$ cat src/rtl/img_seq_ctrl.sv
// Raster address generator and digit-image sequencer for the 3/5/9 ROM bank.
// Image selection (manual switches or timed auto-cycle) only changes at frame start.
module img_seq_ctrl #(
   parameter int IMG_W        = 640,
   parameter int IMG_H        = 480,
   parameter int ADDR_W       = 19,
   parameter int DWELL_FRAMES = 128
) (
   input  logic              VGA_CTRL_CLK,
   input  logic              DLY_RST_2,
   input  logic              iVGA_REQ,
   input  logic              iVSYNC_N,
   input  logic              iAUTO,
   input  logic              iNEXT_N,
   input  logic [2:0]        iMAN_SEL,
   output logic [ADDR_W-1:0] oADDR,
   output logic [2:0]        oSEL,
   output logic [3:0]        oDIGIT,
   output logic              oPIX_VALID,
   output logic              state_dbg
);

   localparam logic [ADDR_W-1:0] IMG_LAST   = ADDR_W'(IMG_W * IMG_H - 1);
   localparam logic [7:0]        DWELL_LAST = 8'(DWELL_FRAMES - 1);

   typedef enum logic {S_MAN = 1'b0, S_AUTO = 1'b1} state_t;

   state_t     state;
   logic [7:0] dwell;
   logic [1:0] pend_idx;
   logic [1:0] disp_idx;
   logic       adv_req;
   logic       auto_s1, auto_s2;
   logic       next_s1, next_s2, next_s3;
   logic       vsync_d;
   logic       req_d1, req_d2;
   logic       frame_start, next_pulse, advance;
   logic [1:0] man_idx, show_idx;

   function automatic logic [1:0] idx_inc(input logic [1:0] idx);
      case (idx)
         2'd0:    idx_inc = 2'd1;
         2'd1:    idx_inc = 2'd2;
         2'd3:    idx_inc = 2'd1;
         default: idx_inc = 2'd0;
      endcase
   endfunction

   function automatic logic [2:0] sel_of(input logic [1:0] idx);
      case (idx)
         2'd1:    sel_of = 3'b010;
         2'd2:    sel_of = 3'b100;
         default: sel_of = 3'b001;
      endcase
   endfunction

   function automatic logic [3:0] digit_of(input logic [1:0] idx);
      case (idx)
         2'd1:    digit_of = 4'd5;
         2'd2:    digit_of = 4'd9;
         default: digit_of = 4'd3;
      endcase
   endfunction

   assign frame_start = ~iVSYNC_N & vsync_d;
   assign next_pulse  = next_s3 & ~next_s2;
   assign oPIX_VALID  = req_d2;
   assign state_dbg   = (state == S_AUTO);

   always_comb begin
      case (iMAN_SEL)
         3'b010, 3'b011:         man_idx = 2'd1;
         3'b100, 3'b110, 3'b111: man_idx = 2'd2;
         default:                man_idx = 2'd0;
      endcase
   end

   // show_idx is what the display switches to if this cycle is a frame start.
   always_comb begin
      advance  = (state == S_AUTO) && frame_start && (adv_req || dwell == DWELL_LAST);
      show_idx = pend_idx;
      if (state == S_MAN)
         show_idx = man_idx;
      else if (advance)
         show_idx = idx_inc(pend_idx);
   end

   always_ff @(posedge VGA_CTRL_CLK or posedge DLY_RST_2) begin
      if (DLY_RST_2) begin
         auto_s1 <= 1'b0;
         auto_s2 <= 1'b0;
         next_s1 <= 1'b1;
         next_s2 <= 1'b1;
         next_s3 <= 1'b1;
         vsync_d <= 1'b0;
         req_d1  <= 1'b0;
         req_d2  <= 1'b0;
         oADDR   <= '0;
      end else begin
         auto_s1 <= iAUTO;
         auto_s2 <= auto_s1;
         next_s1 <= iNEXT_N;
         next_s2 <= next_s1;
         next_s3 <= next_s2;
         vsync_d <= iVSYNC_N;
         req_d1  <= iVGA_REQ;
         req_d2  <= req_d1;
         if (frame_start)
            oADDR <= '0;
         else if (iVGA_REQ)
            oADDR <= (oADDR == IMG_LAST) ? '0 : oADDR + 1'b1;
      end
   end

   always_ff @(posedge VGA_CTRL_CLK or posedge DLY_RST_2) begin
      if (DLY_RST_2) begin
         state    <= S_MAN;
         dwell    <= '0;
         pend_idx <= 2'd0;
         disp_idx <= 2'd0;
         adv_req  <= 1'b0;
         oSEL     <= 3'b001;
         oDIGIT   <= 4'd3;
      end else begin
         if (frame_start) begin
            disp_idx <= show_idx;
            oSEL     <= sel_of(show_idx);
            oDIGIT   <= digit_of(show_idx);
         end
         case (state)
            S_MAN: begin
               adv_req  <= 1'b0;
               pend_idx <= man_idx;
               if (auto_s2) begin
                  state    <= S_AUTO;
                  dwell    <= '0;
                  pend_idx <= frame_start ? show_idx : disp_idx;
               end
            end
            default: begin
               // A press landing on the frame-start cycle counts toward the following frame.
               if (frame_start) begin
                  pend_idx <= show_idx;
                  adv_req  <= next_pulse;
                  dwell    <= advance ? 8'd0 : dwell + 8'd1;
               end else if (next_pulse) begin
                  adv_req <= 1'b1;
               end
               if (!auto_s2)
                  state <= S_MAN;
            end
         endcase
      end
   end

endmodule

$ cat config.mk
export PLATFORM = sky130hd
export DESIGN_NAME = img_seq_ctrl
export DESIGN_NICKNAME = d
export VERILOG_FILES = /design/src/rtl/img_seq_ctrl.sv
export SDC_FILE = /design/constraint.sdc
export NUM_CORES = 1
export LEC_CHECK = 0
export BUFFER_PORTS_ARGS = -buffer_cell sky130_fd_sc_hd__clkbuf_2
export CAP_MARGIN = 20
export CORE_AREA = 10 10 86 69
export CTS_CLUSTER_SIZE = 10
export DETAILED_ROUTE_END_ITERATION = 8
export DIE_AREA = 0 0 96 79
export PLACE_DENSITY = 0.78
export SETUP_SLACK_MARGIN = 0.15
export SLEW_MARGIN = 20
export SYNTH_ARGS = -nofsm -noshare
export SYNTH_HDL_FRONTEND = slang
export SYNTH_SLANG_ARGS = --single-unit
export TNS_END_PERCENT = 10
$ cat constraint.sdc
create_clock -name VGA_CTRL_CLK -period 2.3 [get_ports VGA_CTRL_CLK]
set_input_delay 0.69 -clock VGA_CTRL_CLK [delete_from_list [all_inputs] [get_ports VGA_CTRL_CLK]]
set_output_delay 0.69 -clock VGA_CTRL_CLK [all_outputs]
set_load 0.02 [all_outputs]
==> impl_results.md, run 1 <==
* Highest routed layer: met4
* Hold path depth at 0
* R2R depth at 8
* Reg2reg end: oDIGIT[1]$_DFFE_PP1N_
* CTS root buf: clkbuf_8
* Detailed placement HPWL at 3790 um
* Worst Slack Setup Final at 370.7 ps
* Total core area at 4309 um^2
* Fillcell total at 394
* Power per Cell Area at 616.6 nW/um^2
* Tot Pwr at 1.644 mW
* Post-synth ARST share at 1.000
* Fin Clk Skew at 9.875 ps
* Worst r2r src: dwell[0]$_DFFE_PP0P_
* Flops & latches, synth at 44
* Area of the multi-input gates at 1117 um^2
* Post-CTS setup buffers at 0
* Required time of the critical path at 2530 ps
* Commonest cells in the netlist: 40 x dfrtp_1, 23 x nand2_1, 22 x a21oi_1
* Synth top area share at 0.4292
* Reg2reg setup slack at 380 ps
* Final nets at 291
* First-pass GRT wire length at 8611 um
* Most common cell in the netlist: dfrtp_1
* Final setup vio count at 0
* Grt ovf at 0
* Cell count after placement at 327
* CP endpoint kind: flip-flop
* Pre-CTS WS at 79.73 ps
* Critical path class: in -> reg
* Via/cell ratio at 5.782
* Port-buffer cells at 35
* Worst Tran Pin Value at 591.8 ps
* Synth warn at 0
* FF+latch area at 1106 um^2
* Cell accounting for the most synthesized area: dfrtp_1
* Syn_area_per_cell at 9.841 um^2
* Synth cell types at 50
* Hold Slack at 357.5 ps
* Fin. Hold Viols at 0
* Syn Inst Count at 237
* RSZ-0062 raised after global routing: no
* Syn nets at 251
* Tmin final at 1929 ps
* Die footprint at 7584 um^2
* WL per Instance at 15.44 um
* Max-slew violations at 0
* Slew HR at 0.6019
* Crit share post-route at 0.8388
* CP arrival at 2160 ps
* Vias in the first global route at 1,748
* Routed wl met2 at 2180 um
* Met3 routed WL at 384 um
* Layout cell share with drive strength beyond 1 at 0.2338
* Post-synth EDFFs at 0
* Clock sink total at 44
* Static Leak at 1.184 nW
* Initial Util at 0.5412
* N_diodes at 0
* Vias post-DR at 1,937
* Max Buffers Root-to-Sink at 2
* CTS buffer count at 5
* H-tree depth at 2
* Synth-to-Final Area Change at 14.32%
* Type of the tightest min-delay check: reg -> reg
* Total GRT Usage at 0.1397
* Initial antenna violation count at 0
* Cell Area, Synth at 2332 um^2
* VDD IR-drop max at 0.0003191 V
* DRT Wirelength at 5173 um
* Sequential share of the synthesized area at 0.4742
* Largest net degree at the start of global routing at 45
* FP Rows at 21
* Setup tns final at 0 ps
* Boundary Pins at 37
* Placer Congestion at 0.8261
* Die Wd at 96 um
* WL met1 at 2560 um
* Iter 0 DRT Violations at 146
* Worst-path cell chain: clkbuf_2 > nor2b_2 > buf_4 > o2111ai_4 > or4_1 > a21oi_1
* Worst-Skew Late Latency at 300 ps
* Cts hold-fix bufs at 0
* Fmax achieved at 518.3 MHz
* Fin cells at 335
* 1st-pass router iterations at 4
* Drt drc at 0
* Min-delay src: auto_s1$_DFF_PP0_
* Critical path's slowest cell: or4_1
* Crit-path max FO at 14
* Antenna-violating nets left at 0
* Top_reg_cell synth: dfrtp_1
* Cts repair resizes at 0
* CTS tree: yes
* Setup crit start kind: input pin
* Clock transition at the registers of the reported paths at 80 ps
* Die height at 79 um
* WP buf/inv at 2
* Min-Delay Endpoint: auto_s2$_DFF_PP0_
* Outcome: finished clean
* Top post-synthesis cells by area: dfrtp_1 43%, a21oi_1 4.7%, dfstp_2 4.5%
* Max incr delay on CP at 530 ps
* Delay-heaviest family, CP: simple AND/OR/NAND/NOR gates
* Max cap viols at 0
## layer usage
metal / track usage / vias to the layer above
met5: 0 / -
met4: 0.03971 / 0
met3: 0.03571 / 6
met2: 0.1933 / 77
met1: 0.2068 / 909
li1: - / 945
## power by group
part / internal (mW) / switching (mW) / total [mW]
clock network: 0.212 / 0.270 / 0.481
logic: 0.106 / 0.173 / 0.279
registers: 0.831 / 0.0521 / 0.883
total: 1.15 / 0.495 / 1.64
## stage by stage
stage	utilization	area (um^2)
3_5_place_dp	0.5984	2579
5_1_grt	0.6188	2666
6_report	0.6188	2666
3_3_place_gp	0.5984	2579
2_1_floorplan	-	2332
4_1_cts	0.6188	2666
## how the worst max path moves through the flow
stage | start | to | depth (start not counted)
finish | iVSYNC_N | oADDR[15]$_DFFE_PP0P_ | 6
global route | dwell[0]$_DFFE_PP0P_ | oDIGIT[1]$_DFFE_PP1N_ | 8
CTS | dwell[0]$_DFFE_PP0P_ | oDIGIT[1]$_DFFE_PP1N_ | 8
detailed placement | iVSYNC_N | oADDR[15]$_DFFE_PP0P_ | 6
global placement | iVSYNC_N | oADDR[17]$_DFFE_PP0P_ | 6
floorplan | iVSYNC_N | oDIGIT[1]$_DFFE_PP1N_ | 8
## kinds of logic (layout without fill, tap and decap cells)
family	Yosys count	after routing	synth area share
compound gates	62	62	0.1754
xor+xnor	7	7	0.02629
fa+ha+maj	5	5	0.02682
buf+inv	20	61	0.04668
flops	44	44	0.4742
mux	5	5	0.02200
other cells	1	1	0.001608
simple gates	93	93	0.2269
## sequential cells by signal, summed over array words and instances, names as in the netlist, 2 cells and up
register	flops
pend_idx	2
dwell	8
oDIGIT	3
oADDR	19
disp_idx	2
## cell type report
cell class	count	area share
timing repair buffer	46	0.09667
sequential	44	0.4148
multi-input combinational	173	0.4191
tap	57	0.02675
clock buffer	5	0.02581
inverter	7	0.009855
clock inverter	3	0.007039
## cell usage in the layout (no fill, tap or decap), drive strengths merged, types with 3 or more instances in the layout
cell type,n
a211oi,4
a21oi,23
a31oi,6
and2,4
and3,3
and4,4
buf,11
clkbuf,40
clkinv,4
dfrtp,40
dfstp,4
ha,5
inv,6
mux2i,4
nand2,23
nand2b,8
nand3,9
nand4,3
nor2,13
nor2b,3
nor3,3
o21ai,9
o31ai,8
or3,3
or4,6
xnor2,3
xor2,4
No activity file was read; power rests on OpenSTA's default activity.
==> run 2: changes to the inputs <==
==> constraint.sdc (replaced) <==
create_clock -name VGA_CTRL_CLK -period 2.02 [get_ports VGA_CTRL_CLK]
set_input_delay 0.606 -clock VGA_CTRL_CLK [delete_from_list [all_inputs] [get_ports VGA_CTRL_CLK]]
set_output_delay 0.606 -clock VGA_CTRL_CLK [all_outputs]
set_load 0.02 [all_outputs]
==> impl_results.md, run 2 (synthesis gave the netlist of run 1 again) <==
* Outcome: finished clean
* Final setup vio count at 0
* Setup tns final at 0 ps
* Setup crit start kind: flip-flop
* H-tree depth at 2
* Setup crit end: oDIGIT[1]$_DFFE_PP1N_
* Fin. Hold Viols at 0
* Pre-CTS WS at -105.3 ps
* Crit share post-route at 0.9238
* Most frequent cells in the layout: 39 x dfrtp_1, 35 x clkbuf_2, 23 x nand2_1
* N_diodes at 0
* GR peak layer: met1
* First-pass GRT wire length at 8714 um
* CTS root buf: clkbuf_8
* Fin cells at 339
* Grt ovf at 0
* Reg2reg end: oDIGIT[1]$_DFFE_PP1N_
* Die Wd at 96 um
* Placer Congestion at 0.9084
* CP Launch Point: pend_idx[1]$_DFFE_PP0P_
* Switch share at 0.2890
* Commonest non-fill, non-tap cell in the layout: dfrtp_1
* Worst-Skew Late Latency at 310 ps
* Boundary Pins at 37
* Vias in the first global route at 1,809
* Type of the tightest min-delay check: reg -> reg
* 1st-pass router iterations at 4
* Met3 usage at 0.04041
* Worst Tran Pin Value at 545.0 ps
* Pint at 1.462 mW
* Fmax achieved at 535.9 MHz
* Met2 usage at 0.1899
* Power per Cell Area at 737.5 nW/um^2
* Largest regs: oADDR x19, dwell x8, oDIGIT x3
* CTS tree: yes
* Die height at 79 um
* Critical path class: reg -> reg
* Clock transition at the registers of the reported paths at 90 ps
* FP Rows at 21
* Reg2reg setup slack at 150 ps
* Clock power frac at 0.339
* Switching pwr at 594.2 uW
* Via/cell ratio at 5.802
* Hold Slack at 354.1 ps
* WL per Instance at 16.06 um
* Met1 usage at 0.2105
* Tmin final at 1866 ps
* Worst Slack Setup Final at 154.0 ps
* Number of flip-flops in the largest register at 19
* Crit-path max FO at 3
* Clock sink total at 44
* Drt drc at 0
* Total GRT Usage at 0.1423
* Die footprint at 7584 um^2
* Antenna-violating nets left at 0
* Max cap viols at 0
* Worst r2r src: pend_idx[1]$_DFFE_PP0P_
* R2R depth at 9
* Slew HR at 0.6367
* Max-slew violations at 0
* Reg power frac at 0.491
* Synth-to-Final Area Change at 19.53%
* Vias post-DR at 1,967
* Largest Register: oADDR
* CTS buffer count at 5
* Port-buffer cells at 35
* Total core area at 4309 um^2
* CP arrival at 2110 ps
* Max Buffers Root-to-Sink at 2
* CP endpoint kind: flip-flop
* Combinational group share of total power at 0.170
* RSZ-0062 raised after global routing: yes
* Initial antenna violation count at 0
* Iter 0 DRT Violations at 111
* Cell count after placement at 329
* Largest net degree at the start of global routing at 45
* Detailed placement HPWL at 3837 um
* DRT Wirelength at 5443 um
* Initial Util at 0.5412
* Fin Clk Skew at 6.976 ps
* VDD IR-drop max at 0.0004900 V
* Static Leak at 1.219 nW
* Required time of the critical path at 2260 ps
* Final nets at 295
* Layout cell share with drive strength beyond 1 at 0.2766
## run 2: cell count changes in the layout (fill, tap and decap cells not counted), sizes merged
cell	before	now
buf	11	15
clkinv	4	1
clkinvlp	0	1
bufinv	0	1
inv	6	7
## run 2: metal layers
metal / up-vias / part of all wire / wire length [um]
li1: 949 / - / -
met1: 949 / 0.48 / 2621
met2: 64 / 0.44 / 2390
met3: 5 / 0.069 / 375
met4: 0 / 0.010 / 55
met5: - / 0 / 0
## run 2: area by class of cell
type                            count  area (um^2)
Sequential cell                    44         1107
Timing Repair Buffer               50        300.3
Inverter                            7        26.28
Clock buffer                        5        68.82
Tap cell                           57        71.32
Multi-Input combinational cell    173         1167
Fill cell                         364         1521
Clock inverter                      3        46.29
## run 2: power groups by stage
stage,clock network [mW],logic (mW),registers [mW]
after floorplan,0,0.202,1.04
after global placement,0,0.317,1.02
after detailed placement,0,0.325,1.02
after CTS,0.711,0.328,1.01
after global routing,0.751,0.390,1.02
final,0.696,0.350,1.01
## run 2: worst min-delay path by stage
| stage | depth (start not counted) | end | slack, ps | startpoint |
|---|---|---|---|---|
| floorplan | 0 | auto_s2$_DFF_PP0_ | 330 | auto_s1$_DFF_PP0_ |
| global placement | 0 | oPIX_VALID$_DFF_PP0_ | 330 | req_d1$_DFF_PP0_ |
| detailed placement | 0 | auto_s2$_DFF_PP0_ | 340 | auto_s1$_DFF_PP0_ |
| CTS | 0 | auto_s2$_DFF_PP0_ | 360 | auto_s1$_DFF_PP0_ |
| global route | 1 | next_s1$_DFF_PP1_ | 360 | iNEXT_N |
| finish | 0 | auto_s2$_DFF_PP0_ | 350 | auto_s1$_DFF_PP0_ |
## run 2: worst max-delay path, stage by stage, from the launching register on
cell and delay [ps]:
dfrtp_1 360, inv_1 90, ha_4 280, nand4b_1 110, nor4_2 330, a211oi_2 90, nor2b_2 180, ha_1 280
nand2_1 60, nand2_1 40
## run 2: stage by stage
stage / instance area [um^2] / total power, mW / util
2_1_floorplan: 2332 / 1.245 / -
3_3_place_gp: 2606 / 1.337 / 0.6048
3_5_place_dp: 2606 / 1.347 / 0.6048
4_1_cts: 2728 / 2.046 / 0.6330
5_1_grt: 2788 / 2.163 / 0.6469
6_report: 2788 / 2.056 / 0.6469
## run 2: repair_timing
item	in CTS	in global routing
pin swaps	0	2
setup buffers	0	2
gates resized for setup	2	9
hold endpoints to repair	0	0
hold buffers	0	0
setup endpoints to repair	3	10
==> run 3: changes to the inputs <==
--- a/config.mk
+++ b/config.mk
@@ -11,7 +11,7 @@
 export CTS_CLUSTER_SIZE = 10
 export DETAILED_ROUTE_END_ITERATION = 8
 export DIE_AREA = 0 0 96 79
-export PLACE_DENSITY = 0.78
+export PLACE_DENSITY_LB_ADDON = 0.25
 export SETUP_SLACK_MARGIN = 0.15
 export SLEW_MARGIN = 20
 export SYNTH_ARGS = -nofsm -noshare
==> impl_results.md, run 3 (synthesis gave the netlist of run 1 again) <==
* Cell count after placement at 334
* CTS root buf: clkbuf_8
* Max-slew violations at 0
* Drt drc at 0
* Pre-CTS WS at -5.796 ps
* Setup crit start kind: flip-flop
* Final setup vio count at 0
* CTS buffer count at 5
* Area of the multi-input gates at 1180 um^2
* Final Util at 0.6521
* Setup tns final at 0 ps
* Commonest non-fill, non-tap cell in the layout: dfrtp_1
* H-tree depth at 2
* Antenna-violating nets left at 0
* Crit-path max FO at 3
* Total GRT Usage at 0.1464
* Cts hold-fix bufs at 0
* Fin cells at 344
* Reg2reg setup slack at 80 ps
* Critical path class: reg -> reg
* RSZ-0062 raised after global routing: yes
* Die footprint at 7584 um^2
* N_diodes at 0
* Type of the tightest min-delay check: in -> async
* Via/cell ratio at 5.689
* Total core area at 4309 um^2
* Port-buffer cells at 35
* R2R depth at 9
* Grt ovf at 0
* Max incr delay on CP at 390 ps
* Most used cell, CP: nand2_1
* Power per Cell Area at 687.8 nW/um^2
* FF+latch area at 1107 um^2
* Max cap viols at 0
* CP Launch Point: pend_idx[1]$_DFFE_PP0P_
* CP endpoint kind: flip-flop
* 1st-pass router iterations at 4
* CTS tree: yes
* FP Rows at 21
* Fin Clk Skew at 5.553 ps
* Largest net degree at the start of global routing at 45
* Required time of the critical path at 2260 ps
* Fmax achieved at 516.7 MHz
* Hold Slack at 309.0 ps
* Worst-Skew Late Latency at 300 ps
* Final nets at 300
* Initial antenna violation count at 0
* Clock transition at the registers of the reported paths at 80 ps
* WL per Instance at 15.89 um
* Worst-path cell chain: inv_2 > ha_4 > nand4b_1 > nor4_2 > a211oi_2 > nor2b_2 > ha_1 > nand2_1 > nand2_1
* Die Wd at 96 um
* Number of flip-flops in the largest register at 19
* Max Buffers Root-to-Sink at 2
* Vias in the first global route at 1,841
* Worst Slack Setup Final at 84.61 ps
* Iter 0 DRT Violations at 108
* Critical path's slowest cell: nor4_2
* Fillcell total at 360
* Static Leak at 1.230 nW
* DRT Wirelength at 5466 um
* Largest regs: oADDR x19, dwell x8, oDIGIT x3
* Boundary Pins at 37
* WP buf/inv at 1
* Worst r2r src: pend_idx[1]$_DFFE_PP0P_
* CP arrival at 2170 ps
* Reg2reg end: oDIGIT[1]$_DFFE_PP1N_
* Largest Register: oADDR
* Vias post-DR at 1,957
* Delay-heaviest family, CP: simple AND/OR/NAND/NOR gates
* Tmin final at 1935 ps
* VDD IR-drop max at 0.0004898 V
* Fin. Hold Viols at 0
* Outcome: finished clean
* Crit share post-route at 0.9581
* Clock sink total at 44
* Most frequent cells in the layout: 39 x dfrtp_1, 35 x clkbuf_2, 23 x nand2_1
* Layout cell share with drive strength beyond 1 at 0.3031
* First-pass GRT wire length at 8880 um
* Die height at 79 um
* Initial Util at 0.5412
* Detailed placement HPWL at 4047 um
* Placer Congestion at 0.8394
* Synth-to-Final Area Change at 20.49%
## run 3: changes by cell type in the layout (fill, tap and decap cells not counted), sizes merged
cell      previous run  this run
buf                 15        20
bufinv               1         0
clkinv               1         4
clkinvlp             1         0
inv                  7         6
## run 3: how the worst max path moves through the flow
stage	endpoint	slack, ps	cells after the start
after global placement	oDIGIT[1]$_DFFE_PP1N_	50	9
after CTS	oDIGIT[2]$_DFFE_PP0N_	150	8
after global routing	oDIGIT[1]$_DFFE_PP1N_	-30	9
after floorplan	oDIGIT[1]$_DFFE_PP1N_	210	8
after detailed placement	oDIGIT[2]$_DFFE_PP0N_	-6	9
final	oDIGIT[1]$_DFFE_PP1N_	80	9
## run 3: metrics by stage
step	cell area [um^2]	power, mW
after CTS	2738	1.915
after global placement	2644	1.350
after global routing	2810	2.029
final	2810	1.933
after floorplan	2332	1.245
after detailed placement	2644	1.361
## run 3: metal layers
| metal | global-route usage | routed length [um] |
|---|---|---|
| met1 | 0.2032 | 2617 |
| met2 | 0.2154 | 2464 |
| met3 | 0.03665 | 335 |
| met4 | 0.05000 | 49 |
| met5 | 0 | 0 |
## run 3: power breakdown
group,internal (mW),switching (mW)
clock,0.241,0.314
combinational,0.152,0.216
sequential,0.947,0.0626
## run 3: worst register-to-register path: stages (launching register included)
cell and delay [ps]:
dfrtp_1 380, inv_2 70, ha_4 270, nand4b_1 140, nor4_2 390, a211oi_2 90
nor2b_2 170, ha_1 270, nand2_1 60, nand2_1 40
## run 3: cell type report
class,count,share of cell area
multi-input cells,173,0.4199
clock inverters,3,0.006679
inverters,7,0.009350
clock buffers,5,0.02449
flip-flops and latches,44,0.3940
repair buffers,55,0.1202
well taps,57,0.02538
## run 3: what timing repair did
item / in CTS / in global routing
endpoints found under the setup margin: 1 / 17
pin swaps: 0 / 4
setup buffers: 0 / 2
gates resized for setup: 1 / 13
